===== config.mk =====
export PLATFORM = sky130hd
export DESIGN_NAME = wreg_hazard_pipe_flat
export DESIGN_NICKNAME = d
export VERILOG_FILES = /design/src/rtl/wreg_hazard_pipe_if.sv /design/src/rtl/wreg_hazard_pipe.sv /design/src/flat_wrapper.sv
export SDC_FILE = /design/constraint.sdc
export NUM_CORES = 1
export LEC_CHECK = 0
export ABC_AREA = 1
export BUFFER_PORTS_ARGS = -buffer_cell sky130_fd_sc_hd__buf_2
export CAP_MARGIN = 10
export CORE_MARGIN = 2
export CORE_UTILIZATION = 40
export CTS_CLUSTER_DIAMETER = 100
export DETAILED_ROUTE_END_ITERATION = 7
export GPL_TIMING_DRIVEN = 1
export PLACE_DENSITY = 0.72
export SYNTH_ARGS = -nofsm -noshare
export SYNTH_HDL_FRONTEND = slang
export SYNTH_SLANG_ARGS = --single-unit
export TNS_END_PERCENT = 10

===== constraint.sdc =====
create_clock -name i_clk -period 2 [get_ports i_clk]
set_clock_uncertainty 0.2 [all_clocks]
set_input_delay 0.2 -clock i_clk [delete_from_list [all_inputs] [get_ports i_clk]]
set_output_delay 0.2 -clock i_clk [all_outputs]
set_load 0.01 [all_outputs]

===== src/rtl/wreg_hazard_pipe_if.sv =====
// Hazard-pipe bus: control and ID-stage operand/destination fields in,
// forwarding selects, stall request and stage destinations out.
interface wreg_hazard_pipe_if #(
  parameter int unsigned AW = 5
);
  logic          i_hold;
  logic          i_flush;
  logic [AW-1:0] i_id_wreg;
  logic          i_id_regwrite;
  logic          i_id_memread;
  logic [AW-1:0] i_id_rs;
  logic [AW-1:0] i_id_rt;
  logic          i_id_rt_used;
  logic [1:0]    o_fwd_a;
  logic [1:0]    o_fwd_b;
  logic          o_load_use_stall;
  logic [AW-1:0] o_ex_wreg;
  logic [AW-1:0] o_mem_wreg;
  logic [AW-1:0] o_wb_wreg;
  logic          o_wb_regwrite;

  modport slave (
    input  i_hold, i_flush, i_id_wreg, i_id_regwrite, i_id_memread,
           i_id_rs, i_id_rt, i_id_rt_used,
    output o_fwd_a, o_fwd_b, o_load_use_stall, o_ex_wreg, o_mem_wreg,
           o_wb_wreg, o_wb_regwrite
  );

  modport master (
    output i_hold, i_flush, i_id_wreg, i_id_regwrite, i_id_memread,
           i_id_rs, i_id_rt, i_id_rt_used,
    input  o_fwd_a, o_fwd_b, o_load_use_stall, o_ex_wreg, o_mem_wreg,
           o_wb_wreg, o_wb_regwrite
  );
endinterface


===== src/rtl/wreg_hazard_pipe.sv =====
// Purpose: carry the destination register through EX/MEM/WB; derive forwarding, load-use stall, WB write.
// Latency: id_wreg -> ex_wreg 1 cycle, mem_wreg 2, wb_wreg 3; stall and forward selects are combinational.
// Backpressure: i_hold freezes every stage; a load-use stall holds ID upstream and inserts one EX bubble.
module wreg_hazard_pipe #(
  parameter int unsigned AW        = 5,
  parameter bit          ZERO_WIRE = 1'b1
) (
  input logic              i_clk,
  input logic              i_rst,
  wreg_hazard_pipe_if.slave bus
);

  typedef struct packed {
    logic [AW-1:0] wreg;
    logic          regwrite;
  } stage_t;

  typedef struct packed {
    logic [AW-1:0] wreg;
    logic          regwrite;
    logic          memread;
    logic [AW-1:0] rs;
    logic [AW-1:0] rt;
  } ex_t;

  ex_t    r_ex;
  stage_t r_mem;
  stage_t r_wb;

  logic   w_eff_rw;
  logic   w_stall;
  logic   w_bubble;

  // Writes to a hard-wired r0 are dropped at capture so no later stage can match on them.
  assign w_eff_rw = bus.i_id_regwrite & (ZERO_WIRE ? (|bus.i_id_wreg) : 1'b1);

  assign w_stall = r_ex.memread & r_ex.regwrite &
                   ((r_ex.wreg == bus.i_id_rs) |
                    (bus.i_id_rt_used & (r_ex.wreg == bus.i_id_rt)));

  assign w_bubble = bus.i_flush | w_stall;

  always_ff @(posedge i_clk) begin
    if (i_rst) begin
      r_ex  <= '0;
      r_mem <= '0;
      r_wb  <= '0;
    end else if (!bus.i_hold) begin
      r_wb           <= r_mem;
      r_mem.wreg     <= r_ex.wreg;
      r_mem.regwrite <= r_ex.regwrite;
      if (w_bubble) begin
        r_ex <= '0;
      end else begin
        r_ex.wreg     <= bus.i_id_wreg;
        r_ex.regwrite <= w_eff_rw;
        r_ex.memread  <= bus.i_id_memread;
        r_ex.rs       <= bus.i_id_rs;
        r_ex.rt       <= bus.i_id_rt;
      end
    end
  end

  // MEM holds the younger result, so it is checked before WB.
  always_comb begin
    bus.o_fwd_a = 2'b00;
    bus.o_fwd_b = 2'b00;
    if (r_mem.regwrite && (r_mem.wreg == r_ex.rs))
      bus.o_fwd_a = 2'b01;
    else if (r_wb.regwrite && (r_wb.wreg == r_ex.rs))
      bus.o_fwd_a = 2'b10;
    if (r_mem.regwrite && (r_mem.wreg == r_ex.rt))
      bus.o_fwd_b = 2'b01;
    else if (r_wb.regwrite && (r_wb.wreg == r_ex.rt))
      bus.o_fwd_b = 2'b10;
  end

  assign bus.o_load_use_stall = w_stall;
  assign bus.o_ex_wreg        = r_ex.wreg;
  assign bus.o_mem_wreg       = r_mem.wreg;
  assign bus.o_wb_wreg        = r_wb.wreg;
  assign bus.o_wb_regwrite    = r_wb.regwrite;

endmodule

===== src/flat_wrapper.sv =====
// flat-port wrapper written by rule: the top's interface ports become plain ports
module wreg_hazard_pipe_flat 
#(
  parameter int unsigned AW        = 5,
  parameter bit          ZERO_WIRE = 1'b1
)
  (i_clk, i_rst, bus_i_hold, bus_i_flush, bus_i_id_wreg, bus_i_id_regwrite, bus_i_id_memread, bus_i_id_rs, bus_i_id_rt, bus_i_id_rt_used, bus_o_fwd_a, bus_o_fwd_b, bus_o_load_use_stall, bus_o_ex_wreg, bus_o_mem_wreg, bus_o_wb_wreg, bus_o_wb_regwrite);
  wreg_hazard_pipe_if #(.AW(AW)) bus_i ();
  input logic i_clk;
  input logic i_rst;
  input wire logic [$bits(bus_i.i_hold)-1:0] bus_i_hold;
  input wire logic [$bits(bus_i.i_flush)-1:0] bus_i_flush;
  input wire logic [$bits(bus_i.i_id_wreg)-1:0] bus_i_id_wreg;
  input wire logic [$bits(bus_i.i_id_regwrite)-1:0] bus_i_id_regwrite;
  input wire logic [$bits(bus_i.i_id_memread)-1:0] bus_i_id_memread;
  input wire logic [$bits(bus_i.i_id_rs)-1:0] bus_i_id_rs;
  input wire logic [$bits(bus_i.i_id_rt)-1:0] bus_i_id_rt;
  input wire logic [$bits(bus_i.i_id_rt_used)-1:0] bus_i_id_rt_used;
  output wire logic [$bits(bus_i.o_fwd_a)-1:0] bus_o_fwd_a;
  output wire logic [$bits(bus_i.o_fwd_b)-1:0] bus_o_fwd_b;
  output wire logic [$bits(bus_i.o_load_use_stall)-1:0] bus_o_load_use_stall;
  output wire logic [$bits(bus_i.o_ex_wreg)-1:0] bus_o_ex_wreg;
  output wire logic [$bits(bus_i.o_mem_wreg)-1:0] bus_o_mem_wreg;
  output wire logic [$bits(bus_i.o_wb_wreg)-1:0] bus_o_wb_wreg;
  output wire logic [$bits(bus_i.o_wb_regwrite)-1:0] bus_o_wb_regwrite;
  assign bus_i.i_hold = bus_i_hold;
  assign bus_i.i_flush = bus_i_flush;
  assign bus_i.i_id_wreg = bus_i_id_wreg;
  assign bus_i.i_id_regwrite = bus_i_id_regwrite;
  assign bus_i.i_id_memread = bus_i_id_memread;
  assign bus_i.i_id_rs = bus_i_id_rs;
  assign bus_i.i_id_rt = bus_i_id_rt;
  assign bus_i.i_id_rt_used = bus_i_id_rt_used;
  assign bus_o_fwd_a = bus_i.o_fwd_a;
  assign bus_o_fwd_b = bus_i.o_fwd_b;
  assign bus_o_load_use_stall = bus_i.o_load_use_stall;
  assign bus_o_ex_wreg = bus_i.o_ex_wreg;
  assign bus_o_mem_wreg = bus_i.o_mem_wreg;
  assign bus_o_wb_wreg = bus_i.o_wb_wreg;
  assign bus_o_wb_regwrite = bus_i.o_wb_regwrite;
  wreg_hazard_pipe #(.AW(AW), .ZERO_WIRE(ZERO_WIRE)) u_core (.i_clk(i_clk), .i_rst(i_rst), .bus(bus_i));
endmodule

==> summary.md <==
| Metric | Value |
|---|---|
| Root buf cell | clkbuf_8 |
| Fillcell total | 435 |
| Mapped Nets | 277 |
| Hold crit path type | primary input to register |
| PwrDens | 649.8 mW/mm² |
| Die ar. | 0.004965 mm² |
| FF+latch count, synth | 29 |
| Crit start category | register |
| Unrepaired setup endpoints after global routing | true |
| Routed met3 length | 203 µm |
| Global-route wire length before repair | 7072 µm |
| Top cell type by total area after synthesis | dfxtp_1 |
| Clk_lat worst skew | 280 ps |
| Min-Delay Endpoint | u_core.r_ex[10] |
| Worst r2r dst | u_core.r_ex[5] |
| Share of layout cells above drive strength 1 | 28.57% |
| Total power | 0.001315 W |
| Synthesis-to-finish area growth | 14.52% |
| Post-CTS Setup Inserts | 0 |
| Most frequent CP cell | nand2_1 |
| H-tree depth | 2 |
| Max IR drop VDD | 0.3186 mV |
| Max-Cap Viols | 0 |
| Fin crit share | 92.39% |
| Drt first pass iters | 5 |
| Total Wirelength | 3999 µm |
| Clk sinks | 29 |
| Number of antenna violations at the first check in global routing | 0 |
| Nets | 308 |
| Critical Path RT | 1600 ps |
| Outcome | finished clean |
| Switching pwr | 0.0003716 W |
| Detail Route met2 WL | 1835 µm |
| Total CTS buffers | 5 |
| R2R Path Start | u_core.bus.o_ex_wreg[4] |
| Gr ovfl total | 0 |
| Largest delay share family, worst path | simple AND/OR/NAND/NOR gates |
| Arrival time worst endpoint | 1450 ps |
| Worst Reg-to-Reg Cells | 9 |
| Kind of end point of the critical path | primary output |
| Top Layer Used | met4 |
| Pin count of the biggest net entering global routing | 30 |
| WP buf/inv | 3 |
| # DRC | 0 |
| Lkg Pwr | 0.9237 nW |
| Register area share after synthesis | 32.86% |
| Crit. path cell count | 9 |
| Tightest Pin Transition | 645.8 ps |
| Routed Antenna Nets | 0 |
| Post-place instance area | 0.001916 mm² |
| Vias/cell | 4.926 |
| Critical Path Start | u_core.bus.o_ex_wreg[4] |
| Number of setup violations in the final report | 0 |
| I/O pins | 43 |
| Crit-path max FO | 18 |
| Final Slew Violations | 0 |
| Hold wc startpoint | bus_i_id_memread |
| Mapped Cells | 255 |
| Height of the die | 70.46 µm |
| Fmax | 0.5412 GHz |
| I/O Buffers | 42 |
| Ant diodes | 0 |
| Period minus WS final | 1848 ps |
| Post-route cell area | 0.002023 mm² |
| Final Hold Fails | 0 |
| Initial core utilization | 41.14% |
| Core area | 0.004294 mm² |
| Synthesized area per cell | 6.928 µm² |
| DR vias | 1670 |
| Crit path cell chain | inv_1 -> nand2_1 -> nand2_1 -> nor2_1 -> nand3_1 -> nand2_2 -> nand2_8 -> inv_2 -> buf_2 |
| Clock share of power | 34.8% |
| WL met1 | 1892 µm |
| Sw Ratio | 28.27% |
| Normalized max-slew margin | 56.95% |
| Detail Placement HPWL | 2990 µm |
| Vias in the first global route | 1565 |
| FP Rows | 24 |
| YS warnings | 0 |
| Critical path's slowest cell | dfxtp_2 |
| Worst R2R Setup Slack | 500 ps |
| Synth top area share | 32.86% |
| Clk slew on worst S/H paths | 60 ps |
| Top post-synthesis cells by area | dfxtp_1 33%, nand2_1 12%, nor2_1 6.8% |
| Initial DRC count | 98 |
| WL/cell | 11.80 µm |
| GP Congestion | 0.8906 |
| Critical path class | register to primary output |
| Die extent in x | 70.46 µm |
| WHS Path Cells | 5 |
| Post-Syn Area | 0.001767 mm² |
| Seq pwr share | 48.3% |
| Comb pwr share | 16.9% |
| CTS Buffer Depth | 2 |
| Distinct cells, synth | 27 |
| Crit-path max cell delay | 370 ps |
| Internal | 0.0009430 W |
| CTS tree | done |
| GRT Overall Usage | 17.75% |
power by group through the flow:
stage	clock network, W	registers [W]	logic (W)
6_report	0.000457	0.000635	0.000223
5_1_grt	0.000497	0.000639	0.000253
4_1_cts	0.000467	0.000634	0.000221
3_5_place_dp	0	0.000646	0.000221
3_3_place_gp	0	0.000646	0.000219
2_1_floorplan	0	0.000642	0.000163
cells by family after synthesis:
family | Yosys count | synth area share [%]
AO/OA/AOI/OAI | 41 | 15.79
XOR/XNOR | 9 | 4.461
buffers and inverters | 57 | 16.08
flip-flops | 29 | 32.86
AND/OR/NAND/NOR | 119 | 30.81
worst min-delay path: stages:
cell	delay (ps)
buf_2	100
inv_1	50
nor2_1	40
nand3_2	70
a21oi_2	40
state kept, by name, indices dropped and copies added (netlist names):
register / flops
u_core.bus.o_wb_regwrite: 1
u_core.bus.o_ex_wreg: 5
u_core.bus.o_mem_wreg: 5
u_core.r_mem: 1
u_core.r_ex: 12
u_core.bus.o_wb_wreg: 5
layout by cell type (no fill, tap or decap):
cell	n
xor2_1	4
o2111ai_1	2
xnor2_1	5
nor3_1	3
nand3_1	12
a211oi_1	10
nand4_1	2
nor2_1	32
inv_1	30
a21oi_1	15
or2_2	1
o211ai_1	1
o22ai_1	4
clkbuf_8	5
nand2_8	1
a21oi_2	9
clkinv_1	2
dfxtp_2	5
nand3_2	9
buf_4	3
buf_2	42
nor4_2	2
inv_2	4
dfxtp_1	24
nand2_1	56
nand2_2	1
clkbuf_1	3
per-layer routing:
metal,up-vias,track usage (%)
met4,0,6.197
met5,-,0
met3,8,4.473
met1,748,23.38
met2,40,28.09
li1,874,-
synthesized netlist by cell type:
library cell / number
nand4_1: 2
nand3_2: 9
nand3_1: 12
dfxtp_1: 29
clkbuf_8: 1
nor2_1: 32
nor3_1: 3
or2_2: 1
nor4_1: 2
nand2_1: 56
clkbuf_1: 4
a211oi_1: 10
xor2_1: 4
buf_12: 1
buf_4: 10
a21oi_2: 9
o2111ai_1: 2
xnor2_1: 5
o211ai_1: 1
inv_2: 4
clkinv_1: 2
inv_1: 30
o22ai_1: 4
nand2_4: 1
a21oi_1: 15
nand2_2: 1
buf_2: 5
timing repair:
| item | 4_1_cts | 5_1_grt |
|---|---|---|
| hold endpoints to repair | 0 | 0 |
| setup endpoints to repair | 0 | 4 |
| hold buffers | 0 | 0 |
| gates resized for setup | 0 | 8 |
how the worst max path moves through the flow:
stage	end	slack (ps)
floorplan	bus_o_fwd_a[1]	410
global placement	bus_o_load_use_stall	350
detailed placement	bus_o_load_use_stall	360
CTS	bus_o_load_use_stall	50
global route	bus_o_fwd_b[1]	-5
finish	bus_o_load_use_stall	150
area by class of cell:
cell class / instances / area, µm² / area share, %
inverter: 36 / 135.1 / 6.679
tap: 52 / 65.06 / 3.216
sequential: 29 / 586.8 / 29.00
timing repair buffer: 45 / 232.7 / 11.50
clock buffer: 8 / 80.08 / 3.958
multi-input combinational: 169 / 923.4 / 45.64
through the flow:
stage	hold slack, ps	setup WS [ps]	std cells	util, %	setup TNS, ps
2_1_floorplan	218.6	410.7	255	-	0
6_report	65.88	152.3	339	47.12	0
3_5_place_dp	277.8	356.5	331	44.61	0
3_3_place_gp	271.6	350.2	331	44.61	0
5_1_grt	84.51	-5.119	339	47.12	-5.119
4_1_cts	65.24	47.43	339	46.47	0
Power figures use the tool's default switching activity.
